**src/rtl/core_pkg.sv**
```systemverilog
// Shared core definitions: hazard FSM states, register index width, NOP encoding.
package core_pkg;
    localparam int          REG_IDX_W = 5;
    localparam int          MD_CNT_W  = 4;            // holds MD_LAT-2 for MD_LAT up to 15
    localparam logic [31:0] NOP       = 32'h00000013; // addi x0, x0, 0

    typedef enum logic {
        RUN     = 1'b0,
        MD_BUSY = 1'b1
    } hz_state_e;
endpackage

```
**src/rtl/md_stall_timer.sv**
```systemverilog
// Loadable down-counter sequencing the MD_BUSY phase of a multi-cycle EX op.
// md_cnt is loaded with MD_LAT-2, the number of MD_BUSY cycles that follow the
// first occupancy cycle; busy stays high while more than the current MD_BUSY
// cycle remains, so the owner leaves MD_BUSY on the cycle busy drops.
module md_stall_timer
    import core_pkg::*;
#(
    parameter int MD_LAT = 4
) (
    input  logic clk,
    input  logic rst,
    input  logic load,
    input  logic dec,
    output logic busy
);
    localparam logic [MD_CNT_W-1:0] LOAD_VAL = MD_CNT_W'(MD_LAT - 2);

    logic [MD_CNT_W-1:0] md_cnt;

    // load on MD issue, count down once per MD_BUSY cycle, park at zero
    always_ff @(posedge clk or negedge rst) begin
        if (!rst)                        md_cnt <= '0;
        else if (load)                   md_cnt <= LOAD_VAL;
        else if (dec && md_cnt != '0)    md_cnt <= md_cnt - 1'b1;
    end

    assign busy = (md_cnt > MD_CNT_W'(1));
endmodule

```
**src/rtl/hazard_ctrl.sv**
```systemverilog
// Pipeline hazard controller: load-use stall, EX jump/branch flush and
// multi-cycle MUL/DIV stall for the F/D/E pipeline registers.
// Optional HAZARD_PERF_CNT_EN adds saturating stall-cycle and flush counters.
module hazard_ctrl
    import core_pkg::*;
#(
    parameter int MD_LAT = 4,
    parameter int CNT_W  = 32
) (
    input  logic                 clk,
    input  logic                 rst,
    input  logic [REG_IDX_W-1:0] d_rs1,
    input  logic [REG_IDX_W-1:0] d_rs2,
    input  logic                 d_use_rs1,
    input  logic                 d_use_rs2,
    input  logic [REG_IDX_W-1:0] e_rd,
    input  logic                 e_is_load,
    input  logic                 e_is_md,
    input  logic                 e_jb,
    output logic                 stall_f,
    output logic                 stall_d,
    output logic                 jb_d,
    output logic                 flush_e,
    output logic                 stall_e,
    output logic                 md_busy,
    output logic [CNT_W-1:0]     stall_cyc,
    output logic [CNT_W-1:0]     flush_cnt
);
    hz_state_e state;
    logic      load_use;
    logic      md_start;
    logic      tmr_busy;

    assign load_use = e_is_load && (e_rd != '0) &&
                      ((d_use_rs1 && d_rs1 == e_rd) || (d_use_rs2 && d_rs2 == e_rd));
    assign md_start = (state == RUN) && e_is_md;

    md_stall_timer #(.MD_LAT(MD_LAT)) u_md_timer (
        .clk  (clk),
        .rst  (rst),
        .load (md_start),
        .dec  (state == MD_BUSY),
        .busy (tmr_busy)
    );

    // FSM: MD issue enters MD_BUSY unless the op needs only the issue-cycle stall
    always_ff @(posedge clk or negedge rst) begin
        if (!rst) begin
            state <= RUN;
        end else begin
            case (state)
                RUN:     if (e_is_md && MD_LAT > 2) state <= MD_BUSY;
                MD_BUSY: if (!tmr_busy)             state <= RUN;
                default:                            state <= RUN;
            endcase
        end
    end

    // control outputs by priority; forced low while reset is asserted
    always_comb begin
        stall_f = 1'b0;
        stall_d = 1'b0;
        jb_d    = 1'b0;
        flush_e = 1'b0;
        stall_e = 1'b0;
        md_busy = 1'b0;
        if (rst) begin
            if (state == MD_BUSY || e_is_md) begin
                stall_f = 1'b1;
                stall_d = 1'b1;
                stall_e = 1'b1;
                md_busy = 1'b1;
            end else if (e_jb) begin
                // younger instruction in D is squashed, so a load-use match is moot
                jb_d    = 1'b1;
                flush_e = 1'b1;
            end else if (load_use) begin
                stall_f = 1'b1;
                stall_d = 1'b1;
                flush_e = 1'b1;
            end
        end
    end

`ifdef HAZARD_PERF_CNT_EN
    logic [CNT_W-1:0] sc_q;
    logic [CNT_W-1:0] fc_q;

    // saturating event counters
    always_ff @(posedge clk or negedge rst) begin
        if (!rst) begin
            sc_q <= '0;
            fc_q <= '0;
        end else begin
            if (stall_f && !(&sc_q)) sc_q <= sc_q + 1'b1;
            if (jb_d    && !(&fc_q)) fc_q <= fc_q + 1'b1;
        end
    end

    assign stall_cyc = sc_q;
    assign flush_cnt = fc_q;
`else
    assign stall_cyc = '0;
    assign flush_cnt = '0;
`endif
endmodule

```
**config.mk**
```make
export PLATFORM = sky130hd
export DESIGN_NAME = hazard_ctrl
export DESIGN_NICKNAME = d
export VERILOG_FILES = /design/src/rtl/core_pkg.sv /design/src/rtl/md_stall_timer.sv /design/src/rtl/hazard_ctrl.sv
export SDC_FILE = /design/constraint.sdc
export NUM_CORES = 1
export LEC_CHECK = 0
export ABC_AREA = 1
export CAP_MARGIN = 20
export CORE_MARGIN = 10
export CORE_UTILIZATION = 32
export DETAILED_ROUTE_END_ITERATION = 16
export GPL_ROUTABILITY_DRIVEN = 0
export PLACE_DENSITY = 0.89
export SLEW_MARGIN = 5
export SYNTH_ARGS = -nofsm -noshare
export SYNTH_HDL_FRONTEND = slang
export SYNTH_SLANG_ARGS = --single-unit
```
**constraint.sdc**
```tcl
create_clock -name clk -period 1.58 [get_ports clk]
set_input_delay 0.316 -clock clk [delete_from_list [all_inputs] [get_ports clk]]
set_output_delay 0.316 -clock clk [all_outputs]
set_load 0.01 [all_outputs]
```
-- Word level (Yosys, flattened, before mapping)
Index checks and enable logic that the tools add are counted.
- add/sub/neg operators: 1
- multiply operators: 0
- divide/modulo/power cells: 0
- magnitude comparators: 1
- equal/unequal tests: 2
- shift-type cells: 0
- multiplexer cells: 17
- bitwise logic cells: 1
- reductions and logical operators: 11
- operator list (cell ; number):
    $mux 1 ; 14
    $eq 5x5->1 ; 2
    $mux 4 ; 2
    $logic_and 1x1->1 ; 6
    $reduce_bool 5->1 ; 1
    $gt 4x1->1 const B ; 1
    $reduce_bool 4->1 ; 1
    $sub 4x1->4 const B ; 1
    $logic_or 1x1->1 ; 2
    $pmux 1 s2 ; 1
    $reduce_bool 2->1 ; 1
    $not 1->1 ; 1
- flip-flop bits (word level): 5
- latch bits: 0
- bits in writable memories: 0
- bits in read-only memories: 0
- output and inout port bits: 70
- word-level logic and storage cells: 35
- memories kept: 0

-- Depth between registers and ports, before layout
- depth after elaboration: 8
- depth in mapped cells: 9
- depth with buffers taken out: 8

-- Modules after synthesis
From an unflattened synthesis, not the netlist that was laid out.
- cells, all modules: 172
- area total of the unflattened synthesis: 1079.8 µm²
- modules (own cells, without submodules) (module ; instances ; cells an instance ; area each (µm²) ; seq. area each (µm²)):
    hazard_ctrl ; 1 ; 138 ; 802.0 ; 25.0
    md_stall_timer ; 1 ; 34 ; 277.8 ; 100.1

-- Worst setup path after synthesis
OpenSTA, ideal clock, no wires.
- kind: in2out
- start point: input e_rd[2]
- end point: output stall_f
- data arrival time: 1.126 ns
- required time: 1.264 ns
- slack: 0.138 ns
- stages on the path: 9
- path buffers: 1
- cells stage by stage: inv_1 > nand2_1 > nand2_1 > nor2_1 > nand3_1 > nand2_1 > nand2_1 > o21bai_1 > buf_4
- word-level cells in the longest chain between the ends: 8
- RTL lines (item ; RTL line ; source):
    start, declared ; hazard_ctrl.sv:16 ; input logic [REG_IDX_W-1:0] e_rd,
    $eq 5x5->1 ; hazard_ctrl.sv:35 ; ((d_use_rs1 && d_rs1 == e_rd) || (d_use_rs2 && d_rs2 == e_rd));
    $logic_and 1x1->1 ; hazard_ctrl.sv:35 ;
    $logic_or 1x1->1 ; hazard_ctrl.sv:35 ;
    $logic_and 1x1->1 * ; hazard_ctrl.sv:34 ; assign load_use = e_is_load && (e_rd != '0) &&
    $mux 1 * (4 in a row) ; -- ;
    end, declared ; hazard_ctrl.sv:20 ; output logic stall_f,
Mark *: on every way between the ends. The rest lies on a longest branch, timed or not.

-- Worst setup path in the final report
- start point: input e_jb
- end point: output stall_f
- word-level cells in the longest chain between the ends: 3
- RTL lines (item ; RTL line ; source):
    start, declared ; hazard_ctrl.sv:19 ; input logic e_jb,
    $mux 1 ; hazard_ctrl.sv:73 ; end else if (e_jb) begin
    $mux 1 ; hazard_ctrl.sv:68 ; if (state == MD_BUSY || e_is_md) begin
    $mux 1 ; hazard_ctrl.sv:67 ; if (rst) begin
No other way between the ends.

==> results <==
[power groups by stage]
stage	Sequential, W	Clock, W	Combinational [W]
after detailed placement	0.000229	0	0.000566
after global placement	0.000224	0	0.000548
after floorplan	0.000227	0	0.000488
after CTS	0.000227	0.000148	0.000541
final	0.000230	0.000142	0.000576
after global routing	0.000241	0.000154	0.000673
[logic make-up (layout without fill, tap and decap cells)]
group | count (synthesis) | in the layout | synth area share (%)
compound gates | 8 | 8 | 4.354
xor+xnor | 1 | 1 | 0.8466
fa+ha+maj | 3 | 3 | 3.628
buf+inv | 88 | 58 | 55.87
flops | 5 | 5 | 12.09
other cells | 1 | 64 | 0.3624
simple gates | 59 | 59 | 22.85
[critical path: stages]
cell and delay (ns):
clkdlybuf4s50_1 0.40, inv_1 0.10, nand2_1 0.11, o21bai_4 0.18, buf_6 0.12
[routing by layer]
metal / GRT usage, % / wire length (µm) / vias up
li1: - / - / 432
met1: 7.053 / 930 / 370
met2: 13.32 / 1269 / 59
met3: 4.079 / 329 / 2
met4: 2.230 / 25 / 0
met5: 0 / 0 / -
[per-stage QoR]
step | setup slack (ns) | hold slack (ns)
3_5_place_dp | -0.8305 | 0.4967
5_1_grt | -0.007756 | 0.2602
6_report | 0.03467 | 0.2546
3_3_place_gp | -0.8428 | 0.4900
4_1_cts | 0.01687 | 0.2522
2_1_floorplan | 0.1378 | 0.02041
[state kept, by name, summed over array words and instances (netlist names)]
| signal | cells |
|---|---|
| u_md_timer.md_cnt | 4 |
| state | 1 |
[cells in the final DEF, fill, tap and decap left out, types with 2 or more instances in the layout]
cell             Yosys  final
buf_2                0     10
buf_4               66      7
buf_6                0      5
clkbuf_2             0      2
clkbuf_4             0      3
clkdlybuf4s15_2      0      2
conb_1               1     64
dfrtp_1              5      5
dlygate4sd2_1        0      5
ha_1                 3      3
inv_1               19     16
inv_2                3      6
nand2_1             38     33
nand2_2              0      5
nand3_1              8      8
nor2_1              11      9
nor2_2               1      3
o21ai_0              4      3
[worst paths after layout]
check	to	slack, ns	from
max	stall_f	0.03	e_jb
min	u_md_timer.md_cnt[3]$_DFFE_PN0P_	0.25	rst
max reg2reg	u_md_timer.md_cnt[0]$_DFFE_PN0P_	0.36	u_md_timer.md_cnt[0]$_DFFE_PN0P_
min reg2reg	u_md_timer.md_cnt[1]$_DFFE_PN0P_	0.51	u_md_timer.md_cnt[1]$_DFFE_PN0P_
max in group asynchronous	u_md_timer.md_cnt[2]$_DFFE_PN0P_	1.22	rst
min in group clk	u_md_timer.md_cnt[1]$_DFFE_PN0P_	0.51	u_md_timer.md_cnt[1]$_DFFE_PN0P_
[layout make-up]
type | count | share of cell area [%]
Timing Repair Buffer | 32 | 21.61
Sequential cell | 5 | 11.03
Multi-Input combinational cell | 135 | 52.92
Tap cell | 44 | 4.851
Inverter | 22 | 7.277
Clock buffer | 4 | 2.315
[repair_timing]
item | in CTS | in global routing
endpoints found under the hold margin | 0 | 0
pin swaps | 22 | 17
gates resized for setup | 84 | 21
setup endpoints to repair | 6 | 6
==> results.md <==
* Total grt overflow at 0
* Via-to-Cell Ratio at between 3 and 4
* Share of cells above drive strength 1 at between 20% and 30%
* Largest net degree at the start of global routing at 6
* Setup TNS at 0 ns
* CORE AREA at 3078 µm²
* Post-detail-place hpwl at 2263 µm
* Die height at around 77 µm
* Multi-input gate area at 600.6 µm²
* Starting Density at 33.62%
* CTS tree: built
* Setup violations, final at 0
* Mapped Cells at 165
* Pwr dens at about 840 nW/µm²
* Largest cells by area after synthesis: buf_4 (48%), nand2_1 (14%), dfrtp_1 (12%)
* Max Fclk at 647.1 MHz
* Pwr Total at 0.0009482 W
* Deepest clock path buffer count at 2
* Htree depth at 1
* Mapped Avg Cell Area at 6.271 µm²
* Unique masters post-synth at 16
* Max Cap Viol at 0
* Initial DRC Count at 55
* Synth warnings at 0
* Die Area at 5908 µm²
* Worst Path Class, Setup: in -> out
* Final hold viol count at 0
* Max Clock Skew at 0.001276 ns
* Minimum clock period at 1.545 ns
* Ys async rst share at 100.0%
* Worst path required time at roughly 1.3 ns
* Num CTS Buffers at 3
* Min-Delay Path Class: in -> async
* Crit path DAT at 1.23 ns
* Worst R2R Path Depth at 6
* Die extent in x at 76.87 µm
* Hold buffer count at cts at 0
* CP max FO at 3
* Post-synth EDFFs at 0
* Ant diodes at 0
* Row count at 20
* Logic gate share of total power at between 60% and 70%
* Run status: completed
* Nets at around 220
* Post-Syn Area at 1035 µm²
* Initial DRT Pass Iterations at 4
* Leak pwr at 0.7316 nW
* IO Port Bufs at 27
* Critical Path Sink Type: output port
* FF+latch area at 125.1 µm²
* Fillers at 372
* Max Slew Vio Count at 0
* Post-CTS Setup Repair Bufs at 0
* Post-route clock period utilization at 97.81%
* ANT nets after route at 0
* Top-Level Pins at a little over 90
* WL per Instance at 10.55 µm
* Vias in the first global route at 829
* Dpl cells at 238
* Global-route wire length before repair at 3732 µm
* Post-route cell area at between 1000 and 1500 µm²
* Clock share of power at between 10% and 20%
* Share of the synthesized area in the top cell type at between 40 and 50%
* Part of the Yosys area used for sequential elements at 12.09%
* Final wirelength at 2554 µm
* Later-pin clock latency in the skew report at about 0.24 ns
* Internal at 0.0005079 W
* Clk sink count at 5
* Clock slew at reported path FFs at around 0.04 ns
* List of most frequent post-synthesis cells: buf_4 (66), nand2_1 (38), inv_1 (19), nor2_1 (11), nand3_1 (8)
* Remaining DRCs at 0
* Most used DFF post-synth: dfrtp_1
* Layout Utilization at 36.87%
* Gr usage total at 7.413%
* Area growth from synthesis to layout at 9.674%
* Setup crit start kind: input port
* Post-DP Area at around 1100 µm²
* Initial antenna violation count at 0
* Area leader, netlist: buf_4
* Sw Pwr at 0.0004403 W
* Root Driver: clkbuf_4
* Peak VDD IR at 0.2505 mV
* Non-Filler Instances at 242
* Most common cell in the netlist: buf_4
* Register bit count reported by yosys at 5
* Routed vias at 863
* Sw Ratio at between 40% and 50%
* Register share of total power at 24.3%
No activity file was read; power rests on OpenSTA's default activity.
